## config.mk

```make
export PLATFORM = sky130hd
export DESIGN_NAME = oh_skidbuf
export DESIGN_NICKNAME = d
export VERILOG_FILES = /design/src/rtl/oh_skidbuf.sv
export SDC_FILE = /design/constraint.sdc
export NUM_CORES = 1
export LEC_CHECK = 0
export ABC_CLOCK_PERIOD_IN_PS = 1300
export CORE_AREA = 4 4 41 43
export CTS_CLUSTER_DIAMETER = 40
export DETAILED_ROUTE_END_ITERATION = 10
export DIE_AREA = 0 0 45 47
export DONT_BUFFER_PORTS = 1
export REMOVE_ABC_BUFFERS = 1
export SYNTH_ARGS = -nofsm -noshare
export SYNTH_HDL_FRONTEND = slang
export SYNTH_SLANG_ARGS = --single-unit
```

## constraint.sdc

```tcl
create_clock -name clk -period 1.3 [get_ports clk]
set_input_delay 0.325 -clock clk [delete_from_list [all_inputs] [get_ports clk]]
set_output_delay 0.325 -clock clk [all_outputs]
set_load 0.05 [all_outputs]
```

## src/rtl/oh_skidbuf.sv

```systemverilog
// rtl/oh_skidbuf.sv - two-entry valid/ready register slice (skid buffer)
//
// Purpose:
//   Breaks ready/valid timing paths between an upstream producer and a
//   downstream register stage. out_valid, out_data and in_ready all come
//   straight from flops. Sustains one word per cycle and keeps strict FIFO order.
//
// Ports:
//   clk        rising-edge clock
//   reset      asynchronous, active-high reset
//   in_valid   upstream word valid
//   in_data    upstream word (DW bits)
//   in_ready   slice can accept a word (registered)
//   out_valid  downstream word valid (registered)
//   out_data   downstream word (registered, main register)
//   out_ready  downstream accepts
//   level      occupancy 0..2 (the state encoding itself)

module oh_skidbuf #(
  parameter int DW = 1
) (
  input  logic          clk,
  input  logic          reset,
  input  logic          in_valid,
  input  logic [DW-1:0] in_data,
  output logic          in_ready,
  output logic          out_valid,
  output logic [DW-1:0] out_data,
  input  logic          out_ready,
  output logic [1:0]    level
);

  // Encoding doubles as the occupancy count.
  typedef enum logic [1:0] {
    EMPTY = 2'd0,
    ONE   = 2'd1,
    TWO   = 2'd2
  } state_t;

  state_t          state;
  state_t          state_nxt;
  logic [DW-1:0]   main_q;
  logic [DW-1:0]   main_nxt;
  logic [DW-1:0]   skid_q;
  logic [DW-1:0]   skid_nxt;
  logic            out_valid_q;
  logic            in_ready_q;
  logic            in_xfer;
  logic            out_xfer;

  // Handshakes use the registered flags, so no input reaches an output
  // combinationally. in_valid gates the sample, keeping X data out of state.
  assign in_xfer  = in_valid & in_ready_q;
  assign out_xfer = out_valid_q & out_ready;

  always_comb begin
    state_nxt = state;
    main_nxt  = main_q;
    skid_nxt  = skid_q;
    case (state)
      EMPTY: begin
        if (in_xfer) begin
          main_nxt  = in_data;
          state_nxt = ONE;
        end
      end
      ONE: begin
        if (in_xfer && out_xfer) begin
          // Pass-through: new word replaces the departing one, skid untouched.
          main_nxt = in_data;
        end else if (in_xfer) begin
          skid_nxt  = in_data;
          state_nxt = TWO;
        end else if (out_xfer) begin
          state_nxt = EMPTY;
        end
      end
      TWO: begin
        // in_ready is low here, so only the drain side can move.
        if (out_xfer) begin
          main_nxt  = skid_q;
          state_nxt = ONE;
        end
      end
      default: begin
        state_nxt = EMPTY;
      end
    endcase
  end

  always_ff @(posedge clk or posedge reset) begin
    if (reset) begin
      state       <= EMPTY;
      main_q      <= '0;
      skid_q      <= '0;
      out_valid_q <= 1'b0;
      in_ready_q  <= 1'b1;
    end else begin
      state       <= state_nxt;
      main_q      <= main_nxt;
      skid_q      <= skid_nxt;
      // Flags are recomputed from the next state so they stay pure flops.
      out_valid_q <= (state_nxt != EMPTY);
      in_ready_q  <= (state_nxt != TWO);
    end
  end

  assign out_valid = out_valid_q;
  assign in_ready  = in_ready_q;
  assign out_data  = main_q;
  assign level     = state;

endmodule
```

==> results.py <==
metrics = {
    "timing": {
        "finalWorstSetupSlack_ns": 0.0272,
        "fmax_mhz": 786,
        "setup-violations-final": 0,
        "rsz0062_at_grt": "yes",
        "period_needed_ns": 1.27,
        "drv_slew": 0,
        "hold_viol": 0,
        "tightest_slew_ns": 0.488,
        "fin_crit_sh": 0.979,
        "skew_ns": 0.00159,
        "relSlewSlack": 0.675,
        "setup_tns_ns": 0,
        "holdWs_ns": 0.175,
    },
    "global_routing": {
        "grt_max_degree": 8,
        "grt_first_pass_wirelength_um": 1210,
        "antenna_found_initial": 0,
        "grtUsageTotal": 0.0826,
        "gr-total-overflow": 0,
        "grt_pass1_vias": 294,
    },
    "power_and_ir_drop": {
        "irDropWorstVdd_uv": 836,
        "clock_power_share": 0.146,
        "p_per_area_nw_per_um2": 2790,
        "seqPwrFrac": 0.328,
        "p_switching_mw": 0.541,
        "combPwrFrac": 0.526,
        "p_int_mw": 0.683,
        "leakage_nw": 0.195,
        "power_mw": 1.22,
        "switching_share": 0.442,
    },
    "min_path": {
        "hp-class": "input pin to flip-flop",
        "min_from": "out_ready",
    },
    "floorplanning": {
        "die_h_um": 47,
        "die_w_um": 45,
        "start_util": 0.242,
        "core_area_um2": 1300,
        "num_rows": 13,
        "ios": 10,
        "design.die.area_um2": 2120,
    },
    "synthesis": {
        "ys_warn_count": 0,
        "netlist_area_um2": 315,
        "yosys-top-cells-area": "dfrtp_1 40%, dfstp_2 8.3%, a21oi_1 6.3%, mux2i_1 6.3%, a21boi_4 6.0%",
        "yosysSeqAreaShare": 0.480,
        "yosysMostFrequentCell": "dfrtp_1",
        "yosysTopAreaCellShare": 0.397,
        "ys_seq_elements": 6,
        "ys_types": 19,
        "syn_inst": 27,
        "synth_top_area_cell": "dfrtp_1",
        "synth.avg_cell_area_um2": 11.7,
        "synth_enable_flop_cells": 0,
        "synth_ff_type": "dfrtp_1",
        "ys_top_cells_by_count": "5 x dfrtp_1, 4 x a21oi_1, 2 x mux2i_1",
        "async_reset_ff_frac": 1.00,
    },
    "routing": {
        "final_antenna_net_count": 0,
        "wl_per_cell_um": 12.2,
        "via_per_inst": 4.74,
        "drt_first_pass_iters": 1,
        "wirelength_um": 660,
        "drc_errors": 0,
        "drt_iter0_drc": 0,
        "vias": 256,
    },
    "cts": {
        "cts.clk_slew.worst_paths_ns": 0.04,
        "root_buffer": "clkbuf_4",
        "cts_buffers": 3,
        "cts_tree": "built",
        "clkLatencyLatePin_ns": 0.24,
        "clock_path_buffers": 2,
        "cts_sinks": 6,
        "htreeDepth": 1,
    },
    "layout": {
        "areaGrowthSynthToFinish_pct": 39.3,
        "final_nets": 45,
        "layout-drive-gt1-share": 0.410,
        "nFillCells": 141,
        "utilization": 0.338,
        "finalInstanceArea_um2": 439,
        "diodes": 0,
        "finalNonFillerCells": 54,
    },
    "critical_path": {
        "cp.buffers_inverters": 1,
        "critPathMaxStageDelay_ns": 0.56,
        "startpoint_type": "flip-flop",
        "startpoint": "in_ready$_DFF_PP1_",
        "cp.arrival_ns": 0.95,
        "cp_top_family": "flip-flops",
        "critical_path_class": "flip-flop to primary output",
        "crit_fanout": 4,
        "endpoint_kind": "primary output",
        "cp.required_ns": 0.98,
        "crit_slowest_cell": "dfstp_2",
        "cp_cell_sequence": "buf_12",
        "r2r_start": "in_ready$_DFF_PP1_",
    },
    "placement": {
        "io_buffers": 0,
        "gp_congestion": 0.858,
        "place_area_um2": 392,
        "dp_slack_ns": 0.0503,
        "dp_hpwl_um": 561,
        "dpl.cell_count": 48,
    },
    "run_status": {
        "status": "completed",
    },
    "run": {
        "drv_cap": 0,
    },
}
## area by class of cell
cell class,instances,area [µm²],area share
Tap cell,15,18.8,0.0427
Timing Repair Buffer,8,78.8,0.179
Multi-Input combinational cell,20,160,0.365
Clock buffer,4,26.3,0.0598
Sequential cell,6,151,0.345
Inverter,1,3.75,0.00855
## what timing repair did
action                                  CTS  global route
hold buffers                              1             0
setup buffers                             0             1
endpoints found under the hold margin     5             0
gates resized for setup                   1             0
endpoints found under the setup margin    1             3
## cell usage in the layout, fill, tap and decap left out, drive strengths merged
master	count
mux2i	2
buf	7
mux2	1
a21oi	4
inv	1
dfstp	1
nand2	2
nand4b	1
nand3b	1
and3b	1
o32ai	1
a21o	2
a21boi	1
dlygate4sd3	1
nand3	1
o21ai	1
a31oi	1
clkbuf	4
and4	1
dfrtp	5
## power groups by stage
stage	Clock, mW	Sequential, mW	Combinational, mW
floorplan	0	0.597	0.213
global placement	0	0.411	0.598
detailed placement	0	0.414	0.605
CTS	0.188	0.412	0.622
global route	0.205	0.415	0.688
finish	0.179	0.402	0.644
## flip-flops by register name, indices dropped and copies added (netlist names)
| name | cells |
|---|---|
| skid_q | 1 |
| level | 2 |
| in_ready | 1 |
| out_data | 1 |
| out_valid | 1 |
## layer usage
layer  routed length (µm)  track usage
met5                    0            0
met4                    0       0.0877
met3                   10       0.0230
met2                  420        0.150
met1                  229       0.0693
## worst reg2reg max path, cell delays in order (launching register included)
cell	delay [ns]
dfstp_2	0.56
and3b_2	0.22
nand2_2	0.06
mux2_4	0.29
## kinds of logic after synthesis
logic type / Yosys count / synth area share
AOI/OAI and AO/OA: 10 / 0.238
buffers and inverters: 1 / 0.0119
DFF: 6 / 0.480
muxes: 3 / 0.111
and+or+nand+nor: 7 / 0.159
## path summary, 6_finish.rpt
path | cells past startpoint | end | slack, ns
max reg2reg | 3 | skid_q$_DFFE_PP0P_ | 0.05
max in group asynchronous | 2 | in_ready$_DFF_PP1_ | 0.60
min in group asynchronous | 2 | out_valid$_DFF_PP0_ | 0.44
min | 1 | level[1]$_DFF_PP0_ | 0.18
max | 1 | in_ready | 0.03
min reg2reg | 1 | skid_q$_DFFE_PP0P_ | 0.52
Note: power is estimated with default switching activity, not from simulation.
